`src/rtl/game_pkg.sv`:
```
// -----------------------------------------------------------------------------
// game_pkg
// Shared definitions for the playfield game logic (note scheduler, lane
// generators, scoring block).
//   - game_state_e : play-state encoding, also driven out on state_o
//   - NUM_LANES    : number of scrolling note lanes
//   - LANE_W       : width of a lane index
//   - LFSR_POLY    : Galois feedback mask for x^16+x^14+x^13+x^11+1
//   - lfsr_next()  : one right-shifting Galois step
// -----------------------------------------------------------------------------
package game_pkg;

  localparam int          NUM_LANES = 4;
  localparam int          LANE_W    = 2;
  localparam logic [15:0] LFSR_POLY = 16'hB400;

  typedef enum logic [1:0] {
    ST_IDLE      = 2'd0,
    ST_COUNTDOWN = 2'd1,
    ST_PLAYING   = 2'd2,
    ST_PAUSED    = 2'd3
  } game_state_e;

  // Shift right; when the bit falling out is 1, fold it back through the taps.
  // A nonzero state never maps to zero.
  function automatic logic [15:0] lfsr_next(input logic [15:0] s);
    return {1'b0, s[15:1]} ^ (s[0] ? LFSR_POLY : 16'h0000);
  endfunction

endpackage

```
`src/rtl/note_lfsr.sv`:
```
// -----------------------------------------------------------------------------
// note_lfsr
// 16-bit Galois LFSR used for lane selection.
//   clk_i   in  system clock
//   rst_ni  in  synchronous active-low reset (loads the seed)
//   load_i  in  synchronous seed reload (wins over adv_i)
//   adv_i   in  advance one step
//   cand_o  out low LANE_W bits of the current (pre-advance) register
// A zero SEED is replaced by 16'h0001 so the register can never lock up.
// -----------------------------------------------------------------------------
module note_lfsr
  import game_pkg::*;
#(
  parameter logic [15:0] SEED = 16'hACE1
) (
  input  logic              clk_i,
  input  logic              rst_ni,
  input  logic              load_i,
  input  logic              adv_i,
  output logic [LANE_W-1:0] cand_o
);

  localparam logic [15:0] SEED_EFF = (SEED == 16'h0000) ? 16'h0001 : SEED;

  logic [15:0] lfsr_q, lfsr_d;

  always_comb begin
    lfsr_d = lfsr_q;
    if (load_i)     lfsr_d = SEED_EFF;
    else if (adv_i) lfsr_d = lfsr_next(lfsr_q);
  end

  always_ff @(posedge clk_i) begin
    if (!rst_ni) lfsr_q <= SEED_EFF;
    else         lfsr_q <= lfsr_d;
  end

  assign cand_o = lfsr_q[LANE_W-1:0];

endmodule

```
`src/rtl/note_scheduler.sv`:
```
// -----------------------------------------------------------------------------
// note_scheduler
// Play-state sequencer for the four note lanes: runs IDLE/COUNTDOWN/PLAYING/
// PAUSED, gates lane shift enables and, on a fixed spawn cadence, inserts a
// note into an LFSR-chosen lane that respects a per-lane minimum spacing.
//   clk_i            in  system clock
//   rst_ni           in  synchronous active-low reset
//   step_tick_i      in  one-cycle scroll-step strobe
//   start_i          in  one-cycle pulse, start game
//   pause_i          in  one-cycle pulse, toggle pause
//   stop_i           in  one-cycle pulse, abort to IDLE
//   lane_en_o        out per-lane shift enable (all ones while PLAYING)
//   spawn_o          out one-hot, one-cycle insert-note pulse
//   state_o          out current play state (game_state_e encoding)
//   notes_spawned_o  out spawned-note count, wraps
//   spawn_skips_o    out attempts with no eligible lane, saturates at 255
// Interface semantics: there is no valid/ready handshake. Every input is a
// single-cycle strobe acted on in the cycle it is high (a strobe held high
// acts once per cycle); every output is registered and is valid in the cycle
// after the input that caused it. Same-cycle priority is
// stop > pause > start > tick.
// -----------------------------------------------------------------------------
module note_scheduler
  import game_pkg::*;
#(
  parameter int          NUM_LANES       = 4,
  parameter int          COUNTDOWN_STEPS = 240,
  parameter int          SPAWN_PERIOD    = 36,
  parameter int          MIN_GAP         = 24,
  parameter logic [15:0] LFSR_SEED       = 16'hACE1
) (
  input  logic                 clk_i,
  input  logic                 rst_ni,
  input  logic                 step_tick_i,
  input  logic                 start_i,
  input  logic                 pause_i,
  input  logic                 stop_i,
  output logic [NUM_LANES-1:0] lane_en_o,
  output logic [NUM_LANES-1:0] spawn_o,
  output logic [1:0]           state_o,
  output logic [15:0]          notes_spawned_o,
  output logic [7:0]           spawn_skips_o
);

  localparam int CD_W  = (COUNTDOWN_STEPS < 2) ? 1 : $clog2(COUNTDOWN_STEPS);
  localparam int SP_W  = (SPAWN_PERIOD < 2)    ? 1 : $clog2(SPAWN_PERIOD);
  localparam int GAP_W = (MIN_GAP < 2)         ? 1 : $clog2(MIN_GAP + 1);

  localparam logic [CD_W-1:0]  CD_LOAD  = CD_W'(COUNTDOWN_STEPS - 1);
  localparam logic [SP_W-1:0]  SP_LOAD  = SP_W'(SPAWN_PERIOD - 1);
  localparam logic [GAP_W-1:0] GAP_LOAD = GAP_W'(MIN_GAP);

  game_state_e          state_q, state_d;
  logic [CD_W-1:0]      cd_q, cd_d;
  logic [SP_W-1:0]      tmr_q, tmr_d;
  logic [GAP_W-1:0]     gap_q [NUM_LANES];
  logic [GAP_W-1:0]     gap_d [NUM_LANES];
  logic [15:0]          notes_q, notes_d;
  logic [7:0]           skips_q, skips_d;
  logic [NUM_LANES-1:0] spawn_q, spawn_d;
  logic [NUM_LANES-1:0] lane_en_q, lane_en_d;

  logic              lfsr_load, lfsr_adv;
  logic [LANE_W-1:0] cand;
  logic [LANE_W-1:0] win;
  logic              found;
  logic [LANE_W-1:0] probe;

  note_lfsr #(.SEED(LFSR_SEED)) u_lfsr (
    .clk_i  (clk_i),
    .rst_ni (rst_ni),
    .load_i (lfsr_load),
    .adv_i  (lfsr_adv),
    .cand_o (cand)
  );

  // Lane selector: probe cand, cand+1, ... (mod 4); first lane whose gap has
  // run out wins. Uses the gaps as they stand before this tick's decrement.
  always_comb begin
    found = 1'b0;
    win   = '0;
    probe = '0;
    for (int k = 0; k < NUM_LANES; k++) begin
      probe = cand + LANE_W'(k);
      if (!found && (gap_q[probe] == '0)) begin
        found = 1'b1;
        win   = probe;
      end
    end
  end

  always_comb begin
    state_d   = state_q;
    cd_d      = cd_q;
    tmr_d     = tmr_q;
    gap_d     = gap_q;
    notes_d   = notes_q;
    skips_d   = skips_q;
    spawn_d   = '0;
    lfsr_load = 1'b0;
    lfsr_adv  = 1'b0;
    // Enable follows the registered state, so it lags state_o by one cycle.
    lane_en_d = (state_q == ST_PLAYING) ? '1 : '0;

    if (stop_i || (state_q == ST_IDLE)) begin
      // Abort, or sitting in IDLE: everything held clear, LFSR back to seed.
      state_d   = ST_IDLE;
      cd_d      = '0;
      tmr_d     = '0;
      for (int i = 0; i < NUM_LANES; i++) gap_d[i] = '0;
      notes_d   = '0;
      skips_d   = '0;
      lfsr_load = 1'b1;
      if (!stop_i && start_i) begin
        state_d = ST_COUNTDOWN;
        cd_d    = CD_LOAD;
      end
    end else begin
      case (state_q)
        ST_COUNTDOWN: begin
          // pause_i has no effect here, so a tick is never dropped.
          if (step_tick_i) begin
            if (cd_q == '0) begin
              state_d = ST_PLAYING;
              tmr_d   = SP_LOAD;
            end else begin
              cd_d = cd_q - CD_W'(1);
            end
          end
        end
        ST_PLAYING: begin
          if (pause_i) begin
            state_d = ST_PAUSED;
          end else if (step_tick_i) begin
            lfsr_adv = 1'b1;
            for (int i = 0; i < NUM_LANES; i++)
              gap_d[i] = (gap_q[i] != '0) ? gap_q[i] - GAP_W'(1) : '0;
            if (tmr_q == '0) begin
              tmr_d = SP_LOAD;
              if (found) begin
                gap_d[win]   = GAP_LOAD;  // load overrides the decrement
                spawn_d[win] = 1'b1;
                notes_d      = notes_q + 16'd1;
              end else if (skips_q != 8'hFF) begin
                skips_d = skips_q + 8'd1;
              end
            end else begin
              tmr_d = tmr_q - SP_W'(1);
            end
          end
        end
        ST_PAUSED: begin
          if (pause_i) state_d = ST_PLAYING;
        end
        default: state_d = ST_IDLE;
      endcase
    end
  end

  always_ff @(posedge clk_i) begin
    if (!rst_ni) begin
      state_q   <= ST_IDLE;
      cd_q      <= '0;
      tmr_q     <= '0;
      for (int i = 0; i < NUM_LANES; i++) gap_q[i] <= '0;
      notes_q   <= '0;
      skips_q   <= '0;
      spawn_q   <= '0;
      lane_en_q <= '0;
    end else begin
      state_q   <= state_d;
      cd_q      <= cd_d;
      tmr_q     <= tmr_d;
      for (int i = 0; i < NUM_LANES; i++) gap_q[i] <= gap_d[i];
      notes_q   <= notes_d;
      skips_q   <= skips_d;
      spawn_q   <= spawn_d;
      lane_en_q <= lane_en_d;
    end
  end

  assign state_o         = state_q;
  assign lane_en_o       = lane_en_q;
  assign spawn_o         = spawn_q;
  assign notes_spawned_o = notes_q;
  assign spawn_skips_o   = skips_q;

endmodule

```
`config.mk`:
```
export PLATFORM = sky130hd
export DESIGN_NAME = note_scheduler
export DESIGN_NICKNAME = d
export VERILOG_FILES = /design/src/rtl/game_pkg.sv /design/src/rtl/note_lfsr.sv /design/src/rtl/note_scheduler.sv
export SDC_FILE = /design/constraint.sdc
export NUM_CORES = 1
export LEC_CHECK = 0
export CAP_MARGIN = 20
export CELL_PAD_IN_SITES_DETAIL_PLACEMENT = 0
export CELL_PAD_IN_SITES_GLOBAL_PLACEMENT = 2
export CORE_ASPECT_RATIO = 0.8
export CORE_UTILIZATION = 35
export DETAILED_ROUTE_END_ITERATION = 7
export GPL_ROUTABILITY_DRIVEN = 0
export PLACE_DENSITY = 0.82
export SLEW_MARGIN = 5
export SYNTH_ARGS = -nofsm -noshare
export SYNTH_HDL_FRONTEND = slang
export SYNTH_HIERARCHICAL = 1
export SYNTH_SLANG_ARGS = --single-unit
```
`constraint.sdc`:
```
create_clock -name clk_i -period 2.1 [get_ports clk_i]
set_input_delay 0.525 -clock clk_i [delete_from_list [all_inputs] [get_ports clk_i]]
set_output_delay 0.525 -clock clk_i [all_outputs]
set_load 0.005 [all_outputs]
```
==> flow_metrics.py <==
metrics = {
    "run_status": {
        "status": "complete, no violations",
    },
    "worst_setup_path": {
        "worstPathMaxFanout": 6,
        "crit_type": "reg -> reg",
        "required_ps": 2370,
        "cp-end-kind": "flip-flop",
        "worst_ep_arrival_time_ps": 2300,
        "startpoint_type": "flip-flop",
    },
    "synth": {
        "synthArstFlopShare": 0,
        "yosysMostFrequentCell": "dfxtp_1",
        "synth_area_leaders": "dfxtp_1 (39%), a21oi_1 (4.8%), nor2_1 (4.0%)",
        "synth_edf_count": 0,
        "netlist_instances": 495,
        "synth_top_area_share": 0.388,
        "synth_common_cells": "dfxtp_1 (81), nor2_1 (45), a21oi_1 (40)",
        "syn_nets": 511,
        "ys_seq_elements": 81,
        "ys_types": 65,
        "synth_top_flop_cell": "dfxtp_1",
        "synth_seq_area_share": 0.388,
        "synth_area_per_cell_um2": 8.43,
        "yosysTopAreaCell": "dfxtp_1",
        "netlist_area_um2": 4170,
        "synth_warnings": 6,
    },
    "final_layout": {
        "area_growth_pct": 32.0,
        "fillCellCount": 1169,
        "final_core_util": 0.477,
        "drive_gt1_frac": 0.180,
        "antenna_cells": 0,
        "nNetsFinal": 599,
    },
    "drt": {
        "wire_per_inst_um": 14.9,
        "postRouteWirelength_um": 10900,
        "routed_via_density": 5.41,
        "vias": 3984,
        "post-route-drc-count": 0,
        "drt.antenna.violating_nets": 0,
        "dr.pass1.iters": 4,
        "drt_iter0_drc": 164,
    },
    "clock_tree": {
        "htree_levels": 3,
        "path_clk_slew_ps": 60,
        "cts_buffer_depth": 2,
        "cts_tree": "done",
        "cts.sink_count": 81,
        "insertion_delay_ps": 330,
        "cts_hold_buffers": 0,
        "cts_buffers": 9,
        "cts_root_buf": "clkbuf_16",
    },
    "die": {
        "initial_core_util": 0.361,
        "core-area_um2": 11600,
        "rows": 35,
        "chipWidth_um": 124,
        "fp.dieH_um": 99.7,
        "top_level_ports": 40,
        "dieArea_um2": 12400,
    },
    "power_and_ir_drop": {
        "power_w": 0.00342,
        "p_leak_nw": 1.96,
        "ir_drop_mv": 0.395,
        "power_density_nw_per_um2": 621,
    },
    "grt": {
        "grtUsageTotal": 0.189,
        "antenna_found_initial": 0,
        "grt_pass1_vias": 3762,
        "grt_pass1_wl_um": 18500,
        "grt_max_degree": 19,
        "overflow": 0,
    },
    "sta": {
        "worst_slew_pin_slew_ps": 668,
        "fin_hold_ws_ps": 473,
        "setup_violations": 0,
        "setup-tns-final_ps": 0,
        "fin_crit_sh": 0.965,
        "relSlewSlack": 0.555,
        "hold_viol": 0,
        "fmax_mhz": 493,
        "skew_ps": 7.31,
        "maxSlewViolCount": 0,
        "period_minus_slack_ps": 2030,
        "rsz0062_at_grt": "no",
    },
    "flow_run": {
        "maxCapViolCount": 0,
    },
    "hold_path": {
        "hold_class": "reg -> reg",
    },
    "placed_design": {
        "dpl.hpwl_um": 7860,
        "io_buffer_count": 39,
    },
}
[logic make-up after synthesis]
kind of cell,synth area share
buffers and inverters,0.0579
xor gates and xnor gates,0.0189
DFF,0.388
AOI/OAI and AO/OA,0.234
adders and majority gates,0.0300
and+or+nand+nor,0.235
muxes,0.0360
[layer usage]
metal | global-route usage | wire length [µm]
met5 | 0 | 0
met4 | 0.0421 | 136
met3 | 0.0390 | 339
met2 | 0.292 | 4820
met1 | 0.268 | 5650
[cell usage in the layout, fill, tap and decap left out, drive strengths merged, types with 8 or more instances in the layout]
cell type	n
nand4	8
clkdlybuf4s50	37
nand2b	10
mux2i	15
clkbuf	10
nand2	36
nor3	22
nand3	10
inv	27
buf	60
dfxtp	81
o21ai	26
nor2	47
a21oi	40
or3	19
ha	10
[state kept, by name, indices dropped and copies added (netlist names)]
name,count
u_lfsr/lfsr_q,16
tmr_q,6
lane_en_o,1
gap_q,20
spawn_o,4
spawn_skips_o,8
notes_spawned_o,16
cd_q,8
state_o,2
[timing repair]
| item | 4_1_cts | 5_1_grt |
|---|---|---|
| cloned | 2 | 0 |
| resized for setup | 11 | 13 |
| pin swaps | 8 | 2 |
| endpoints found under the hold margin | 0 | 0 |
| buffers inserted | 3 | 0 |
| endpoints found under the setup margin | 13 | 21 |
[cell type report]
class	count	area [µm²]	share of cell area
flip-flops and latches	81	1620	0.294
repair buffers	100	882	0.160
well taps	148	185	0.0336
clock buffers	10	229	0.0415
multi-input cells	366	2410	0.437
clock inverters	6	90.1	0.0163
inverters	25	93.8	0.0170
[worst max-delay path: stages, from the launching register on]
cell and delay [ps]:
dfxtp_1 320, or4_4 580, o22ai_4 260, o2111ai_4 160
buf_6 180, or3_1 330, a21oi_2 140
[power by group]
group | internal, W | switching, W
Sequential | 0.00155 | 0.00000874
Clock | 0.00105 | 0.000657
Combinational | 0.0000759 | 0.0000874
Total | 0.00267 | 0.000753
[final timing paths]
kind,startpoint,endpoint,slack [ps],cells after the start
setup / recovery,gap_q[11]$_SDFFE_PP0P_,notes_spawned_o[4]$_SDFFE_PP0P_,70,6
setup reg to reg,gap_q[11]$_SDFFE_PP0P_,notes_spawned_o[4]$_SDFFE_PP0P_,70,6
hold reg to reg,u_lfsr/lfsr_q[5]$_SDFFE_PP1P_,u_lfsr/lfsr_q[5]$_SDFFE_PP1P_,470,2
hold / removal,u_lfsr/lfsr_q[5]$_SDFFE_PP1P_,u_lfsr/lfsr_q[5]$_SDFFE_PP1P_,470,2
[metrics by stage]
stage / std cells / instance area [µm²] / worst slack (ps)
CTS: 736 / 5470 / 7.66
global placement: 715 / 5050 / -485
detailed placement: 715 / 5050 / -512
floorplan: 495 / 4170 / 155
finish: 736 / 5510 / 73.6
global route: 736 / 5510 / 3.04
(Power assumes the default switching activity.)
